$ cat src/rtl/lab06_sched_pkg.sv
// Shared types and widths for the lab06 job scheduler.
package lab06_sched_pkg;
    localparam int NIB_W  = 4;
    localparam int MODE_W = 2;
    localparam int RES_W  = 6;

    typedef enum logic [1:0] {IDLE, SEND, WAIT, RESP} state_t;
endpackage

$ cat src/rtl/lab06_rr_arbiter.sv
// Combinational round-robin picker: first asserted request at or above ptr, with wrap.
module lab06_rr_arbiter #(
    parameter int NUM_REQ = 2,
    localparam int IDX_W = $clog2(NUM_REQ)
) (
    input  logic [NUM_REQ-1:0] req,
    input  logic [IDX_W-1:0]   ptr,
    output logic [NUM_REQ-1:0] grant,
    output logic [IDX_W-1:0]   idx,
    output logic               any
);
    logic [IDX_W-1:0] j;

    always_comb begin
        grant = '0;
        idx   = '0;
        any   = 1'b0;
        j     = '0;
        for (int off = 0; off < NUM_REQ; off++) begin
            j = IDX_W'((int'(ptr) + off) % NUM_REQ);
            if (!any && req[j]) begin
                any      = 1'b1;
                grant[j] = 1'b1;
                idx      = j;
            end
        end
    end
endmodule

$ cat src/rtl/lab06_job_sched.sv
// Shares one lab06 engine between NUM_REQ requesters: round-robin grant, burst
// streaming, result/timeout wait, and a tagged valid/ready response.
module lab06_job_sched
    import lab06_sched_pkg::*;
#(
    parameter int NUM_REQ   = 2,
    parameter int BURST_LEN = 4,
    parameter int TIMEOUT   = 64,
    localparam int ID_W   = $clog2(NUM_REQ),
    localparam int K_W    = $clog2(BURST_LEN + 1),
    localparam int T_W    = $clog2(TIMEOUT + 1),
    localparam int DATA_W = NIB_W * BURST_LEN
) (
    input  logic                          clk,
    input  logic                          rst,
    input  logic [NUM_REQ-1:0]            req_valid,
    output logic [NUM_REQ-1:0]            req_ready,
    input  logic [MODE_W*NUM_REQ-1:0]     req_mode,
    input  logic [DATA_W*NUM_REQ-1:0]     req_data,
    output logic                          eng_in_valid,
    output logic [NIB_W-1:0]              eng_in_number,
    output logic [MODE_W-1:0]             eng_mode,
    input  logic                          eng_out_valid,
    input  logic signed [RES_W-1:0]       eng_out_result,
    output logic                          rsp_valid,
    input  logic                          rsp_ready,
    output logic [ID_W-1:0]               rsp_id,
    output logic signed [RES_W-1:0]       rsp_result,
    output logic                          rsp_error,
    output logic                          busy
);
    state_t                  state, state_nx;
    logic [ID_W-1:0]         rr_ptr, id_q;
    logic [MODE_W-1:0]       mode_q;
    logic [DATA_W-1:0]       data_q;
    logic [K_W-1:0]          k_q;
    logic [T_W-1:0]          timer_q;
    logic signed [RES_W-1:0] res_q;
    logic                    err_q;
    logic [NUM_REQ-1:0]      gnt;
    logic [ID_W-1:0]         gnt_idx;
    logic                    gnt_any;
    logic                    last_op, timed_out;

    lab06_rr_arbiter #(.NUM_REQ(NUM_REQ)) u_arb (
        .req   (req_valid),
        .ptr   (rr_ptr),
        .grant (gnt),
        .idx   (gnt_idx),
        .any   (gnt_any)
    );

    assign last_op   = (k_q == K_W'(BURST_LEN - 1));
    assign timed_out = (timer_q == T_W'(TIMEOUT - 1));

    always_ff @(posedge clk or posedge rst) begin
        if (rst) begin
            state   <= IDLE;
            rr_ptr  <= '0;
            id_q    <= '0;
            mode_q  <= '0;
            data_q  <= '0;
            k_q     <= '0;
            timer_q <= '0;
            res_q   <= '0;
            err_q   <= 1'b0;
        end else begin
            state <= state_nx;
            case (state)
                IDLE: if (gnt_any) begin
                    id_q   <= gnt_idx;
                    mode_q <= req_mode[gnt_idx*MODE_W +: MODE_W];
                    data_q <= req_data[gnt_idx*DATA_W +: DATA_W];
                    k_q    <= '0;
                    rr_ptr <= (gnt_idx == ID_W'(NUM_REQ - 1)) ? '0 : gnt_idx + 1'b1;
                end
                // Operands are shifted out nibble 0 first.
                SEND: begin
                    data_q  <= data_q >> NIB_W;
                    k_q     <= k_q + 1'b1;
                    timer_q <= '0;
                end
                WAIT: begin
                    timer_q <= timer_q + 1'b1;
                    if (eng_out_valid) begin
                        res_q <= eng_out_result;
                        err_q <= 1'b0;
                    end else if (timed_out) begin
                        res_q <= '0;
                        err_q <= 1'b1;
                    end
                end
                default: ;
            endcase
        end
    end

    always_comb begin
        state_nx      = state;
        req_ready     = '0;
        eng_in_valid  = 1'b0;
        eng_in_number = '0;
        eng_mode      = '0;
        case (state)
            IDLE: if (gnt_any) begin
                // Reset forces IDLE asynchronously; keep the grant quiet while it is held.
                req_ready = rst ? '0 : gnt;
                state_nx  = SEND;
            end
            SEND: begin
                eng_in_valid  = 1'b1;
                eng_in_number = data_q[NIB_W-1:0];
                if (k_q == '0) eng_mode = mode_q;
                if (last_op) state_nx = WAIT;
            end
            WAIT: if (eng_out_valid || timed_out) state_nx = RESP;
            RESP: if (rsp_ready) state_nx = IDLE;
            default: state_nx = IDLE;
        endcase
    end

    assign rsp_valid  = (state == RESP);
    assign busy       = (state != IDLE);
    assign rsp_id     = id_q;
    assign rsp_result = res_q;
    assign rsp_error  = err_q;
endmodule

$ cat config.mk
export PLATFORM = sky130hd
export DESIGN_NAME = lab06_job_sched
export DESIGN_NICKNAME = d
export VERILOG_FILES = /design/src/rtl/lab06_sched_pkg.sv /design/src/rtl/lab06_rr_arbiter.sv /design/src/rtl/lab06_job_sched.sv
export SDC_FILE = /design/constraint.sdc
export NUM_CORES = 1
export LEC_CHECK = 0
export BUFFER_PORTS_ARGS = -buffer_cell sky130_fd_sc_hd__buf_4
export CORE_MARGIN = 4
export CORE_UTILIZATION = 35
export CTS_BUF_LIST = sky130_fd_sc_hd__clkbuf_8
export CTS_CLUSTER_DIAMETER = 40
export DETAILED_ROUTE_END_ITERATION = 16
export HOLD_SLACK_MARGIN = 0.1
export MAX_ROUTING_LAYER = met4
export PLACE_DENSITY = 0.7
export SYNTH_ARGS = -nofsm -noshare
export SYNTH_HDL_FRONTEND = slang
export SYNTH_HIERARCHICAL = 1
export SYNTH_SLANG_ARGS = --single-unit
$ cat constraint.sdc
create_clock -name clk -period 2 [get_ports clk]
set_input_delay 0.2 -clock clk [delete_from_list [all_inputs] [get_ports clk]]
set_output_delay 0.2 -clock clk [all_outputs]
set_load 0.005 [all_outputs]
[Yosys cells after proc, flatten, opt, wreduce, memory -nomap -nowiden]
Index checks and enable logic that the tools add are counted.
Storage, ports and cells
  register bits after elaboration: 39
  logic and storage cells: 80
  input port bits: 48
  output and inout port bits: 19
Cells by class
  mux-type cells: 36
  bitwise logic cells: 1
  reduce and logical (&&, ||, !) cells: 15
  shifts and indexed selects: 2
  add/sub/neg operators: 4
  magnitude comparators: 4
  equality and inequality tests: 9
Operators by type and width (count)
  $pmux 16 s2: 1
  $shiftx 32x6->16: 1
  $mux 2: 11
  $mux 16: 1
  $mux 1: 14
  $pmux 7 s2: 1
  $mux 6: 2
  $pmux 2 s4: 1
  $reduce_bool 2->1: 4
  $add 7x1->7 const B: 1
  $eq 7x6->1 const B: 1
  $ne 2x2->1 const B: 3
  $pmux 3 s2: 1
  $reduce_and 2->1: 3
  $eq 2x2->1 const B: 2
  $lt 1x2->1 const B: 2
  $mux 4: 1
  $reduce_and 4->1: 1
  $shiftx 4x3->2: 1
  $add 3x1->3 const B: 1
  $eq 3x2->1 const B: 1
  $logic_and 1x1->1: 3
  $logic_not 3->1: 1
  $mux 3: 1
  9 further kinds: 12

[Depth between registers and ports, before layout]
Gate-level depths: netlist of the first run.
  word-level depth: 10
  depth in mapped cells: 7
  depth with buffers taken out: 5

[Cells and area by module]
The synthesis of the first run kept the hierarchy.
By module, submodules not included
  lab06_job_sched: cells each 226, area an instance 2250.9 um^2, instances 1, sequential area each 975.9 um^2
  lab06_rr_arbiter: cells each 5, area an instance 32.5 um^2, instances 1, sequential area each 0.0 um^2

[Worst setup path before layout of the first run]
No wires, ideal clock.
  kind: register to register
  start point: register state[0]
  end point: register data_q[10]
  data arrival time: 1662 ps
  setup slack: 213 ps
  cell stages (with the launch flop): 6
  clock period less this slack: 1787 ps
  setup time: 125 ps
  data required time: 1875 ps
  path buffers: 1
  cells stage by stage: dfrtp_1 > inv_1 > ha_1 > mux2i_4 > buf_6 > mux2_4
Between the ends
  longest elaborated chain between the ends: 3
  elaborated cells on any way between the ends: 6
  those cells by class: 2 x eq/ne; 1 x mux; 3 x reduce/logical
Ends and longest elaborated chain
  start: declaration: RTL line lab06_job_sched.sv:32  | state_t state, state_nx;
  start signal: assignment: RTL line lab06_job_sched.sv:68  | state <= state_nx;
  $eq 2x1->1 / $logic_not 2->1 (equally long branches): RTL line lab06_job_sched.sv:69  | case (state)
  $reduce_bool 2->1 (no line) / $ne 2x2->1 (equally long branches)
  $reduce_and 2->1 (no line)
  end signal: assignment: RTL line lab06_job_sched.sv:73  | data_q <= req_data[gnt_idx*DATA_W +: DATA_W];
  end signal: assignment: RTL line lab06_job_sched.sv:79  | data_q <= data_q >> NIB_W;
  end: declaration: RTL line lab06_job_sched.sv:35  | logic [DATA_W-1:0] data_q;
Parallel ways exist; a longest one is shown, timed or not.
A chain may end at the register's enable or synchronous reset.

[Final worst setup path of the first run]
  start point: register state[0]
  end point: output port req_ready[0]
Between the ends
  longest elaborated chain between the ends: 2
Ends and longest elaborated chain
  $logic_not 2->1: RTL line lab06_job_sched.sv:104  | case (state)
  $mux 2: RTL line lab06_job_sched.sv:104
  end: declaration: RTL line lab06_job_sched.sv:17  | output logic [NUM_REQ-1:0] req_ready,
Every way passes these cells.

==> metrics.md, run 1 <==
| Metric | Value |
|---|---|
| Total Negative Setup Slacks | 0 ps |
| Initial standard-cell utilization of the core | a little over a third |
| Number of max-cap violations | 0 |
| IO Pins | 67 |
| Area of the mapped netlist | around 0.0023 mm^2 |
| All-layer global routing usage | between 10% and 20% |
| Pin count of the biggest net entering global routing | 40 |
| Met1 track demand over resource in global routing | a little under a fifth |
| Final Cell Area | slightly above 0.003 mm^2 |
| Depth of the worst hold-timing path | 3 |
| Xor/xnor share of the synthesized area | 0% |
| Routed Wire Length | roughly 5300 um |
| Routed wirelength normalized by instance count | 13.8 um |
| Number of antenna-violating nets in the routed design | 0 |
| Power per standard cell area | 1290 mW/mm^2 |
| Non-filler cells in the finished layout | roughly 380 |
| Remaining design rule violation count | 0 |
| Power dissipated by switching net loads | ~1.4 mW |
| Buffer cell driving the clock tree root | clkbuf_8 |
| PnR Total Power | approximately 4 mW |
| Highest Clock Rate | between 0.5 and 0.6 GHz |
| H-tree lvl count | 2 |
| HP Start | eng_out_result[3] |
| Fraction of the mapped netlist area in simple logic gates | 16.9% |
| Via count of the first global-routing pass | between 1.5k and 2k |
| Total setup violations reported at the end of the flow | 0 |
| Routed via count divided by cell count | approximately 5.0 |
| Clock sink count | 39 |
| Clock power share | roughly 14% |
| Hold Crit Class | in2reg |
| Sequential power share | between 30 and 40% |
| Global-route wire length before repair | around 8600 um |
| Buffers from clock root to sink, at most | 2 |
| Number of buffers created by CTS | 5 |
| Total inserted antenna cells | 0 |
| Unrepaired setup endpoints after global routing | false |
| Count of TritonRoute iterations in the first routing pass | 4 |
| Share of post-route cells with drive strength above 1 | between 30% and 40% |
| Proportion of synthesized area in mux cells | 16.7% |
| Portion of the clock cycle consumed by the worst path in the final layout | between 90% and 100% |
| Worst setup path category | reg2out |
| Element type at the critical path start | register |
| Final estimated routing congestion in global placement | 0.828 |
| Final worst-path setup slack | ~160 ps |
| Instance count after placement with tap cells included | roughly 370 |
| Die Footprint | 0.00788 mm^2 |
| Signed area change from the synthesized netlist to the final layout | 32.8% |
| Post-layout net count | ~360 |
| Data arrival time of the critical path | between 1500 and 2000 ps |
| Met2 Usage GRT | 22.3% |
| Syn Area/Cell | around 9.9 um^2 |
| Largest family of logic cells by synthesized area | simple AND/OR/NAND/NOR gates |
| Async set or reset register ratio after synthesis | between 90% and 100% |
| Core occupancy in the finished layout | 47.8% |
| DR vias | ~1.9k |
| Antenna violations before repair | 0 |
| Pins over their slew limit | 0 |
| Instance area at placement | between 0.002 and 0.003 mm^2 |
| Width of the die | between 80 and 90 um |
| Capturing point of the worst reg2reg path | data_q[5] |
| Met3 track utilization from global routing | between 3 and 4% |
| Required arrival time at the worst endpoint | 1800 ps |
| Number of enable-type register cells in the synthesized netlist | 0 |
| Core ar. | 0.00635 mm^2 |
| Transition at the pin with the smallest max-transition slack | between 500 and 600 ps |
| Minimum setup slack after placement | ~200 ps |
| Buffers on Ports | 66 |
| Count of endpoints failing hold in the final timing report | 0 |
| Number of nets in the synthesized netlist | around 290 |
| Outcome | finished, final reports clean |
| Peak fanout along the critical path | 10 |
| Area fraction in compound gates after synthesis | between 10 and 15% |
| RR Startpoint | state[0] |
| Count of cells along the worst register-to-register path | 5 |
| Clock latency on the worst-skew pair | around 300 ps |
| Adder and majority gate portion of the synthesized area | under 10% |
| Total number of placement rows | 29 |
| Number of synthesis warnings | 6 |
| GRT Max-Usage Layer | met2 |
| Relative contribution of combinational cells to total power | approximately 53% |
| Minimum period implied by the final worst setup slack | roughly 1800 ps |
| Reg clk slew, reported paths | roughly 80 ps |
| Gate Count Post-Synth | roughly 230 |
| WHS | 144 ps |
| Reg-to-reg slack, setup | around 340 ps |
| Sequential area share after synthesis | around 43% |
| Clock tree from TritonCTS | built |
| Top_reg_cell synth | dfrtp_1 |
| Crit path capture type | output port |
| Hold EP | rsp_result[3] |
| Internal Power | approximately 2.5 mW |
| Post-synthesis register bit count | 39 |
| Worst clock skew | roughly 6.3 ps |
| Synth cell types | 42 |
| Die height | about 89 um |
| Post-DP HPWL | 3960 um |
| Leakage component of the power | about 1.4 nW |
| Rel. slew slack | 66.6% |
| Starting DRC count in detailed routing | 57 |
| Max IR drop VDD | between 0.6 and 0.7 mV |
| Overflow left after global routing | 0 |
| Switching fraction of total power | 37.0% |
worst max-delay path: stages, from the launching register on:
cell and delay, ps:
dfrtp_1 450, inv_2 140, ha_4 180, nand2_2 140, nor3b_1 270, buf_4 160
power by group through the flow:
stage	clock network, mW	logic [mW]	registers [mW]
floorplan	0	1.35	1.29
global route	0.580	2.31	1.37
finish	0.532	2.05	1.33
detailed placement	0	2.02	1.33
global placement	0	1.97	1.32
CTS	0.551	2.03	1.32
cell type report:
class	count	area, um^2
flip-flops and latches	39	976
repair buffers	77	593
multi-input cells	163	1220
well taps	77	96.3
fillers	616	3320
inverters	18	67.6
clock buffers	5	68.8
clock inverters	3	15.0
per-layer routing:
metal / vias up / share of wire, % / wire length, um
met5: - / 0 / 0
met4: 0 / 1.8 / 92
met3: 8 / 8.7 / 456
met2: 62 / 45 / 2360
met1: 901 / 45 / 2340
li1: 956 / - / -
cells in the final DEF, fill, tap and decap left out, types with 2 or more instances in the layout:
master,instances
a21boi_0,3
a21oi_1,2
and2_1,4
and4_1,2
buf_4,75
clkbuf_8,5
clkinv_2,3
dfrtp_1,39
ha_1,7
ha_4,2
inv_1,16
inv_2,2
mux2_2,10
mux2_4,3
mux2i_1,20
nand2_1,25
nand2b_1,12
nand3_1,10
nand4_1,2
nor2b_1,4
nor3b_1,2
o211ai_1,3
o21ai_0,24
o221ai_1,6
o31ai_1,2
sequential cells by signal, summed over array words and instances (netlist names):
register,count
timer_q,7
data_q,16
rr_ptr,1
k_q,3
state,2
mode_q,2
rsp_error,1
rsp_id,1
rsp_result,6
cells in the mapped netlist (all sizes together), types with 3 or more instances:
library cell	count	area share [%]
a21boi	4	1.3
and2	4	1.1
buf	4	1.2
clkbuf	7	1.2
dfrtp	39	43
ha	9	4.9
inv	18	3.0
mux2	13	6.9
mux2i	21	9.8
nand2	26	4.4
nand2b	12	3.3
nand3	10	2.2
nor2b	4	1.1
o211ai	3	0.99
o21ai	24	5.3
o221ai	6	2.3
kinds of logic (layout without fill, tap and decap cells):
group,after synthesis,in the layout
buf+inv,29,103
simple gates,72,72
fa+ha+maj,9,9
compound gates,48,48
flops,39,39
mux,34,34
worst max path at each step:
stage             start           end  slack, ps  depth (start not counted)
5_1_grt        state[0]  req_ready[1]         60                          5
3_5_place_dp   state[0]     data_q[7]        200                          5
2_1_floorplan  state[0]    data_q[10]        210                          5
3_3_place_gp   state[0]     data_q[3]        260                          5
4_1_cts        state[1]  req_ready[0]          3                          5
6_report       state[0]  req_ready[0]        160                          5
timing repair:
item                       CTS  global route
hold buffers                 1             0
setup buffers                0             0
resized for setup            0             6
setup endpoints to repair    0             6
hold endpoints to repair    39             0
Note: power is estimated with default switching activity, not from simulation.
==> run 2: changes to the inputs <==
--- a/config.mk
+++ b/config.mk
@@ -6,15 +6,18 @@
 export NUM_CORES = 1
 export LEC_CHECK = 0
 export BUFFER_PORTS_ARGS = -buffer_cell sky130_fd_sc_hd__buf_4
+export CELL_PAD_IN_SITES_DETAIL_PLACEMENT = 1
+export CELL_PAD_IN_SITES_GLOBAL_PLACEMENT = 2
 export CORE_MARGIN = 4
-export CORE_UTILIZATION = 35
+export CORE_UTILIZATION = 32
 export CTS_BUF_LIST = sky130_fd_sc_hd__clkbuf_8
 export CTS_CLUSTER_DIAMETER = 40
 export DETAILED_ROUTE_END_ITERATION = 16
 export HOLD_SLACK_MARGIN = 0.1
 export MAX_ROUTING_LAYER = met4
-export PLACE_DENSITY = 0.7
+export PLACE_DENSITY = 0.93
 export SYNTH_ARGS = -nofsm -noshare
 export SYNTH_HDL_FRONTEND = slang
 export SYNTH_HIERARCHICAL = 1
 export SYNTH_SLANG_ARGS = --single-unit
+export TNS_END_PERCENT = 1
==> run 2 against run 1 <==
Non-clock buffer count stayed put. Cell count is 5.0% higher. First-iteration DRC count down 39%. Critical path type unchanged.
==> metrics.md, run 2 (synthesized netlist as in run 1, its figures left out) <==
| Metric | Value |
|---|---|
| Outcome | finished, final reports clean |
| Largest register by flop count | data_q |
| Clock tree from TritonCTS | built |
| Met3 track utilization from global routing | 4.14% (+0.42 points) |
| Buffers on Ports | 66 (unchanged) |
| IO Pins | 67 (unchanged) |
| Clock sink count | 39 (unchanged) |
| All-layer global routing usage | 14.6% (+0.088 points) |
| H-tree lvl count | 2 (unchanged) |
| Crit path capture type | output port |
| DR vias | 1,981 (+2.8%) |
| Highest Clock Rate | 0.540 GHz (-0.74%) |
| Die height | 92.5 um (+4.2%) |
| Overflow left after global routing | 0 (unchanged) |
| Post-DP HPWL | 4380 um (+11%) |
| Starting DRC count in detailed routing | 35 (-39%) |
| Remaining design rule violation count | 0 (unchanged) |
| Antenna violations before repair | 0 (unchanged) |
| Unrepaired setup endpoints after global routing | false |
| Portion of the clock cycle consumed by the worst path in the final layout | 92.7% (+0.68 points) |
| Die Footprint | 0.00855 mm^2 (+8.5%) |
| GRT Max-Usage Layer | met2 |
| Signed area change from the synthesized netlist to the final layout | 33.9% |
| Required arrival time at the worst endpoint | 1800 ps (about the same) |
| Transition at the pin with the smallest max-transition slack | 514 ps (+13.3 ps) |
| Count of cells along the worst register-to-register path | 5 (unchanged) |
| Pins over their slew limit | 0 (unchanged) |
| Leakage component of the power | 1.43 nW (+0.28%) |
| Hold Crit Class | in2reg |
| Rel. slew slack | 65.7% (-0.89 points) |
| Worst setup path category | reg2out |
| Max IR drop VDD | 0.580 mV (-5.3%) |
| Most common cell after layout, fill and taps aside | buf_4 |
| Final estimated routing congestion in global placement | 0.758 (-8.5%) |
| Minimum period implied by the final worst setup slack | 1850 ps (+13.6 ps) |
| Core occupancy in the finished layout | 44.5% (-3.2 points) |
| Clock latency on the worst-skew pair | 300 ps (about the same) |
| Depth of the worst hold-timing path | 3 (unchanged) |
| Number of buffers created by CTS | 5 (unchanged) |
| Met1 track demand over resource in global routing | 17.7% (-0.62 points) |
| Reg clk slew, reported paths | 80 ps (about the same) |
| Share of post-route cells with drive strength above 1 | 33.8% (-0.66 points) |
| Data arrival time of the critical path | 1650 ps (about the same) |
| Initial standard-cell utilization of the core | 33.2% (-2.7 points) |
| Total inserted antenna cells | 0 (unchanged) |
| Via count of the first global-routing pass | 2,108 (+13%) |
| Pin count of the biggest net entering global routing | 40 (unchanged) |
| Width of the die | 92.5 um (+4.2%) |
| Postcts setup bufs | 0 (unchanged) |
| Instance area at placement | 0.00295 mm^2 (+1.2%) |
| Routed Wire Length | 5840 um (+11%) |
| Worst clock skew | 10.3 ps (+3.99 ps) |
| Buffers from clock root to sink, at most | 2 (unchanged) |
| Routed wirelength normalized by instance count | 14.6 um (+5.9%) |
| Power per standard cell area | 1280 mW/mm^2 (-0.96%) |
| Count of endpoints failing hold in the final timing report | 0 (unchanged) |
| Routed via count divided by cell count | 4.94 (-2.1%) |
| Total setup violations reported at the end of the flow | 0 (unchanged) |
| Global-route wire length before repair | 9870 um (+15%) |
| Post-layout net count | 361 (unchanged) |
| Final Cell Area | 0.00306 mm^2 (+0.82%) |
| Buffer cell driving the clock tree root | clkbuf_8 |
| Number of antenna-violating nets in the routed design | 0 (unchanged) |
| Total number of placement rows | 30 (+3.4%) |
| Most used cells in the layout excluding fill and tap cells | buf_4 (74), dfrtp_1 (39), nand2_1 (25) |
| Core ar. | 0.00687 mm^2 (+8.2%) |
| Element type at the critical path start | register |
| Count of TritonRoute iterations in the first routing pass | 4 (unchanged) |
| Number of max-cap violations | 0 (unchanged) |
| Peak fanout along the critical path | 25 (+15) |
| Met2 Usage GRT | 24.0% (+1.7 points) |
| Total Negative Setup Slacks | 0 ps (unchanged) |
| Largest register FFs | 16 (unchanged) |
==> run 2: cell types whose count changed in the layout (fill, tap and decap cells not counted) <==
cell,change
buf_12,+1
buf_4,-1
clkinv_2,-2
clkinvlp_4,+1
ha_1,+1
ha_2,+1
ha_4,-2
inv_1,+3
inv_2,-2
nor3b_1,-2
nor3b_2,+2
==> run 2: cell type report <==
| class | instances | area, um^2 |
|---|---|---|
| fill | 797 | 3810 |
| multi-input combinational | 163 | 1200 |
| sequential | 39 | 976 |
| timing repair buffer | 77 | 606 |
| tap | 96 | 120 |
| clock buffer | 5 | 68.8 |
| inverter | 18 | 67.6 |
| clock inverter | 3 | 16.3 |
==> run 2: routing by layer <==
metal  part of all wire (%)  wire [um]  vias to the layer above
met3                    7.8        454                        5
met1                     44       2560                      957
met5                      0          0                        -
li1                       -          -                      961
met2                     48       2780                       58
met4                   0.74         43                        0
==> run 2: critical path: stages, from the launching register on <==
cell,delay [ps]
dfrtp_1,410
inv_1,140
ha_1,260
buf_4,270
and2_1,170
buf_4,110
==> run 2: where the power goes <==
group | switching, mW | internal (mW) | leakage, nW
registers | 0.204 | 1.12 | 0.483
logic | 0.962 | 1.08 | 0.903
clock network | 0.296 | 0.239 | 0.0453
total | 1.46 | 2.44 | 1.43
==> run 2: per-stage QoR <==
step	worst slack, ps	power (mW)	hold WS [ps]	std cells
after floorplan	213	2.64	358	231
after global placement	263	3.32	381	392
after detailed placement	179	3.40	391	392
after CTS	17.2	3.95	140	401
after global routing	14.5	4.26	151	401
final	147	3.90	148	401
==> run 2: final timing paths <==
path	from	endpoint	slack, ps
min	eng_out_result[2]	rsp_result[2]	150
max	state[1]	eng_in_number[2]	150
min in group asynchronous	rst	rsp_id	600
max reg2reg	state[1]	data_q[1]	270
max in group asynchronous	rst	state[0]	1020
min reg2reg	mode_q[1]	mode_q[1]	490
==> run 2: what timing repair did <==
item / 4_1_cts / 5_1_grt
resized for setup: 0 / 3
endpoints found under the setup margin: 0 / 2
endpoints found under the hold margin: 39 / 0
hold buffers: 1 / 0
